### src/rtl/hazard_tracker_pkg.sv
`default_nettype none
// ============================================================================
// Module      : hazard_tracker_pkg
// Description : Shared definitions for the hazard tracker: default register
//               identifier width, the zero-register constant and the
//               pipeline stage record (destination register + load flag).
// Revision    : 1.0 - initial release
// ============================================================================
package hazard_tracker_pkg;

  localparam int REG_ID_W = 7;

  // Register 0 is hard-wired; writes to it are never tracked.
  localparam logic [REG_ID_W-1:0] REG_ZERO = '0;

  typedef struct packed {
    logic [REG_ID_W-1:0] rd;
    logic                is_load;
  } stage_t;

endpackage
`default_nettype wire

### src/rtl/hazard_stage_reg.sv
`default_nettype none
// ============================================================================
// Module      : hazard_stage_reg
// Description : One pipeline stage register with hold, clear and load.
//               Priority: reset > hold > clear (bubble) > load.
// Ports       : clk   - clock
//               rst_n - synchronous active-low reset
//               hold  - keep current contents (pipeline frozen)
//               clear - insert a bubble (all zeros)
//               load  - capture d
//               d/q   - stage contents in / out
// Revision    : 1.0 - initial release
// ============================================================================
module hazard_stage_reg
  import hazard_tracker_pkg::*;
#(
  parameter int W = 8
) (
  input  logic         clk,
  input  logic         rst_n,
  input  logic         hold,
  input  logic         clear,
  input  logic         load,
  input  logic [W-1:0] d,
  output logic [W-1:0] q
);

  logic [W-1:0] r_q;

  always_ff @(posedge clk) begin
    if (!rst_n) begin
      r_q <= '0;
    end else if (hold) begin
      r_q <= r_q;
    end else if (clear) begin
      r_q <= '0;
    end else if (load) begin
      r_q <= d;
    end
  end

  assign q = r_q;

endmodule
`default_nettype wire

### src/rtl/hazard_tracker.sv
`default_nettype none
// ============================================================================
// Module      : hazard_tracker
// Description : Tracks destination registers through EX/MEM/WB, detects the
//               load-use hazard in decode and counts load-use stall cycles.
//               Per-cycle priority: mem_wait > flush > load_use > advance.
// Ports       : clk, rst_n           - clock, synchronous active-low reset
//               rs1_d, rs2_d, rd_d   - decode-stage register identifiers
//               valid_d, we_d, load_d- decode-stage instruction qualifiers
//               flush                - kill the instruction leaving decode
//               mem_wait             - freeze the whole pipeline
//               rd_EX, rd_MEM, rd_WB - tracked destinations (0 = no write)
//               stall_d              - hold fetch/decode (combinational)
//               stall_cnt            - saturating load-use stall counter
// Revision    : 1.0 - initial release
// ============================================================================
module hazard_tracker #(
  parameter int REG_ID_W = 7,
  parameter int CNT_W    = 16
) (
  input  logic                clk,
  input  logic                rst_n,
  input  logic [REG_ID_W-1:0] rs1_d,
  input  logic [REG_ID_W-1:0] rs2_d,
  input  logic [REG_ID_W-1:0] rd_d,
  input  logic                valid_d,
  input  logic                we_d,
  input  logic                load_d,
  input  logic                flush,
  input  logic                mem_wait,
  output logic [REG_ID_W-1:0] rd_EX,
  output logic [REG_ID_W-1:0] rd_MEM,
  output logic [REG_ID_W-1:0] rd_WB,
  output logic                stall_d,
  output logic [CNT_W-1:0]    stall_cnt
);

  import hazard_tracker_pkg::*;

  localparam logic [REG_ID_W-1:0] c_rd_zero = '0;
  localparam logic [CNT_W-1:0]    c_cnt_one = {{(CNT_W-1){1'b0}}, 1'b1};

  // EX record packed as {rd, is_load}
  logic [REG_ID_W:0]   w_ex_d;
  logic [REG_ID_W:0]   w_ex_q;
  logic [REG_ID_W-1:0] w_rd_ex;
  logic                w_ld_ex;
  logic [REG_ID_W-1:0] w_rd_mem;
  logic [REG_ID_W-1:0] w_rd_wb;
  logic                w_load_use;
  logic                w_ex_bubble;
  logic                w_cnt_inc;
  logic [CNT_W-1:0]    r_stall_cnt;

  assign w_rd_ex = w_ex_q[REG_ID_W:1];
  assign w_ld_ex = w_ex_q[0];

  // Load flag is only set for a real, writing load to a non-zero register,
  // so a load to x0 can never raise a hazard later.
  assign w_ex_d[REG_ID_W:1] = (valid_d & we_d) ? rd_d : c_rd_zero;
  assign w_ex_d[0]          = valid_d & load_d & we_d & (rd_d != c_rd_zero);

  assign w_load_use = w_ld_ex & (w_rd_ex != c_rd_zero) & valid_d &
                      ((rs1_d == w_rd_ex) | (rs2_d == w_rd_ex));

  // Flush kills the dependent instruction, so it also suppresses the stall.
  assign w_ex_bubble = flush | w_load_use;
  assign stall_d     = mem_wait | (w_load_use & ~flush);
  assign w_cnt_inc   = w_load_use & ~flush & ~mem_wait & ~(&r_stall_cnt);

  hazard_stage_reg #(.W(REG_ID_W + 1)) u_stage_ex (
    .clk   (clk),
    .rst_n (rst_n),
    .hold  (mem_wait),
    .clear (w_ex_bubble),
    .load  (1'b1),
    .d     (w_ex_d),
    .q     (w_ex_q)
  );

  hazard_stage_reg #(.W(REG_ID_W)) u_stage_mem (
    .clk   (clk),
    .rst_n (rst_n),
    .hold  (mem_wait),
    .clear (1'b0),
    .load  (1'b1),
    .d     (w_rd_ex),
    .q     (w_rd_mem)
  );

  hazard_stage_reg #(.W(REG_ID_W)) u_stage_wb (
    .clk   (clk),
    .rst_n (rst_n),
    .hold  (mem_wait),
    .clear (1'b0),
    .load  (1'b1),
    .d     (w_rd_mem),
    .q     (w_rd_wb)
  );

  always_ff @(posedge clk) begin
    if (!rst_n) begin
      r_stall_cnt <= '0;
    end else if (w_cnt_inc) begin
      r_stall_cnt <= r_stall_cnt + c_cnt_one;
    end
  end

  assign rd_EX     = w_rd_ex;
  assign rd_MEM    = w_rd_mem;
  assign rd_WB     = w_rd_wb;
  assign stall_cnt = r_stall_cnt;

endmodule
`default_nettype wire
### config.mk
export PLATFORM = sky130hd
export DESIGN_NAME = hazard_tracker
export DESIGN_NICKNAME = d
export VERILOG_FILES = /design/src/rtl/hazard_tracker_pkg.sv /design/src/rtl/hazard_stage_reg.sv /design/src/rtl/hazard_tracker.sv
export SDC_FILE = /design/constraint.sdc
export NUM_CORES = 1
export LEC_CHECK = 0
export BUFFER_PORTS_ARGS = -buffer_cell sky130_fd_sc_hd__clkbuf_2
export CAP_MARGIN = 20
export CORE_ASPECT_RATIO = 0.8
export CORE_MARGIN = 4
export CORE_UTILIZATION = 45
export CTS_CLUSTER_SIZE = 12
export DETAILED_ROUTE_END_ITERATION = 8
export GPL_TIMING_DRIVEN = 0
export PLACE_DENSITY = 0.77
export SETUP_SLACK_MARGIN = 0.4
export SLEW_MARGIN = 20
export SYNTH_ARGS = -nofsm -noshare
export SYNTH_HDL_FRONTEND = slang
export SYNTH_SLANG_ARGS = --single-unit
### constraint.sdc
create_clock -name clk -period 2.5 [get_ports clk]
set_input_delay 0.125 -clock clk [delete_from_list [all_inputs] [get_ports clk]]
set_output_delay 0.125 -clock clk [all_outputs]
set_load 0.05 [all_outputs]
==> run summary <==
CTS tree -> done
hold depth -> 2
routability cong. -> 0.748
Mapped Cells -> 195
Worst-Margin Slew -> 651 ps
initial core utilization -> 47.4%
Yosys top cell by area -> dfxtp_1
Final setup viols -> 0
via count -> 1709
via-per-instance ratio -> 5.24
Crit-path slowest cell -> dfxtp_1
post-synthesis sequential area ratio -> 41.6%
max-cap violation count -> 0
initial antenna violation count -> 0
HPWL after detailed placement -> 3.32 mm
Crit. End Element -> primary output
Layout area overhead -> 28.6%
Routed WL per cell -> 13.5 µm
Synth Cell Area -> 0.00183 mm²
CP Cell Sequence -> xnor2_1 > nand3_1 > o22ai_4 > nand2_2 > o21bai_1 > buf_2
post-route ant nets -> 0
Num CTS Buffers -> 5
num rows -> 20
min Tclk post-route -> 1980 ps
Finished Core Util -> 60.9%
worst vdd ir -> 0.000305 V
Yosys reg bits -> 38
largest net degree at the start of global routing -> 12
Routed WL -> 4.41 mm
total grt overflow -> 0
layout cells sized above 1 -> 38.4%
CP Launch Type -> flip-flop
crit path max fanout -> 6
Avg Cell Area, Syn -> 9.37 µm²
sw frac -> 23.7%
gr usage total -> 17.5%
CTS H-tree depth -> 2
setup TNS -> 0 ps
type of the worst setup path -> flip-flop to primary output
Sw Pwr -> 260 µW
CP bufs+invs -> 1
CTS clk-pin slew, worst paths -> 70 ps
# nets final -> 300
clock skew -> 3.27 ps
Port Buffers -> 64
Layout fillers -> 356
worst path required time -> 2380 ps
pwr dens -> 468 mW/mm²
Yosys cell types -> 39
Die Ht -> 65.0 µm
hold_buf cts -> 0
Power Internal -> 838 µW
DRC viols -> 0
final worst-path cycle share -> 79.1%
slowest stage delay, CP -> 460 ps
Slew Viols, Final -> 0
die area -> 0.00515 mm²
Hold Path Class -> input pin to flip-flop
clock tree buffer depth -> 2
Reg2Reg Depth -> 7
WP depth -> 6
LEAKAGE -> 0.00100 µW
clock latency on the worst-skew pair -> 280 ps
core region area -> 0.00385 mm²
first-pass GRT wire length -> 7.11 mm
Die Wd -> 79.2 µm
# clock sinks -> 38
ant diodes -> 0
Mapped Nets -> 224
status -> finished, final reports clean
Root Driver -> clkbuf_8
top cell type's share of synthesized area -> 41.6%
IO Count -> 66
RSZ-0062 raised after global routing -> no
drt pass-1 iters -> 4
sequential group share of total power -> 55.8%
CP top delay family -> flip-flops
Synth Warn # -> 0
number of global-route vias before repair -> 1529
DR iter-0 viols -> 74
CP arrival -> 1850 ps
final hold viol count -> 0
clock power share -> 35.3%
Max Fclk -> 506 MHz
Comb power frac -> 9.0%
synth top area cells -> dfxtp_1 (42%), mux2i_1 (8.8%), xnor2_1 (6.7%)
Relative slew margins -> 56.6%
## cell usage after synthesis
| library cell | count |
|---|---|
| nand3_1 | 10 |
| o22ai_4 | 1 |
| buf_6 | 1 |
| and2_1 | 2 |
| xnor2_1 | 14 |
| buf_1 | 4 |
| and4_1 | 1 |
| a21oi_4 | 1 |
| inv_1 | 4 |
| mux2i_1 | 16 |
| ha_1 | 1 |
| clkbuf_1 | 1 |
| a21oi_1 | 11 |
| o21bai_1 | 1 |
| nor4_1 | 2 |
| nand3_2 | 1 |
| o21ai_0 | 7 |
| o211ai_1 | 1 |
| or2_1 | 1 |
| nand2_2 | 1 |
| buf_4 | 7 |
| xor2_1 | 2 |
| nor2_1 | 19 |
| nand4_4 | 1 |
| buf_2 | 1 |
| nor3_1 | 2 |
| a22o_2 | 1 |
| nand2_1 | 9 |
| nand4_1 | 6 |
| a22o_1 | 6 |
| dfxtp_1 | 38 |
| or4_1 | 5 |
| nor3_4 | 1 |
| o31ai_1 | 4 |
| a32o_1 | 1 |
| o31a_1 | 1 |
| and3_1 | 1 |
| and2_2 | 1 |
| or3_1 | 8 |
## metrics by stage
step	worst slack, ps	total power, µW	cell area, µm²	std cells	hold WS, ps
after floorplan	413	686	1830	195	258
after global placement	465	722	2220	314	361
after detailed placement	438	724	2220	314	368
after CTS	415	1110	2300	321	67.6
after global routing	407	1140	2350	326	81.6
final	523	1100	2350	326	76.4
## worst reg2reg max path, delay by kind of cell (launching register included)
family                 cells  cell delay, ps
AOI/OAI and AO/OA          1             390
DFF                        1             400
muxes                      1             190
buffers and inverters      1             180
and+or+nand+nor            4             650
## layout by cell type (no fill, tap or decap), types with 6 or more instances in the layout
master / count
or3_1: 8
nand3_1: 9
nand4_1: 6
mux2i_1: 16
a21oi_1: 11
xnor2_1: 14
buf_4: 11
dfxtp_2: 9
clkbuf_2: 63
a22o_1: 6
dfxtp_1: 29
nor2_1: 19
o21ai_0: 7
nand2_1: 9
## final cells by class
cell class / count / area [µm²] / area share (%)
multi-input cells: 139 / 971 / 41.3
flip-flops and latches: 38 / 772 / 32.9
repair buffers: 69 / 355 / 15.1
plain buffers: 14 / 87.6 / 3.73
clock buffers: 5 / 68.8 / 2.93
well taps: 55 / 68.8 / 2.93
inverters: 4 / 15.0 / 0.639
clock inverters: 2 / 10.0 / 0.426
## cell families (layout without fill, tap and decap cells)
family | after synthesis | count (layout) | share of synthesized area (%)
flops | 38 | 38 | 41.6
simple gates | 71 | 71 | 21.8
compound gates | 35 | 35 | 13.8
buf+inv | 18 | 94 | 5.62
mux | 16 | 16 | 8.77
xor+xnor | 16 | 16 | 7.67
fa+ha+maj | 1 | 1 | 0.685
## final timing paths
| path | start | end | slack, ps |
|---|---|---|---|
| worst max-delay path | u_stage_ex.q[2]$_SDFFE_PN0N_ | stall_d | 520 |
| worst min-delay path | rd_d[4] | u_stage_ex.q[5]$_SDFFE_PN0N_ | 80 |
| worst max register to register | stall_cnt[7]$_SDFFE_PN0P_ | stall_cnt[1]$_SDFFE_PN0P_ | 560 |
| worst min register to register | u_stage_ex.q[0]$_SDFFE_PN0N_ | u_stage_ex.q[0]$_SDFFE_PN0N_ | 490 |
## power by group through the flow
stage | sequential [µW] | combinational (µW) | clock, µW
floorplan | 629 | 57.3 | 0
global placement | 626 | 96.2 | 0
detailed placement | 626 | 97.3 | 0
CTS | 612 | 97.6 | 397
global route | 613 | 107 | 420
finish | 613 | 98.3 | 387
## layer usage
| layer | share of wire (%) | GRT usage, % |
|---|---|---|
| met1 | 47 | 22.7 |
| met2 | 45 | 27.2 |
| met3 | 5.4 | 4.86 |
| met4 | 1.7 | 7.30 |
| met5 | 0 | 0 |
## repair_timing
item / CTS / global route
gates resized for setup: 0 / 9
setup buffers: 0 / 4
endpoints found under the setup margin: 0 / 14
## sequential cells by signal, indices dropped and copies added (netlist names)
register / flops
stall_cnt: 16
u_stage_ex.q: 8
u_stage_mem.q: 7
u_stage_wb.q: 7
Power figures use the tool's default switching activity.
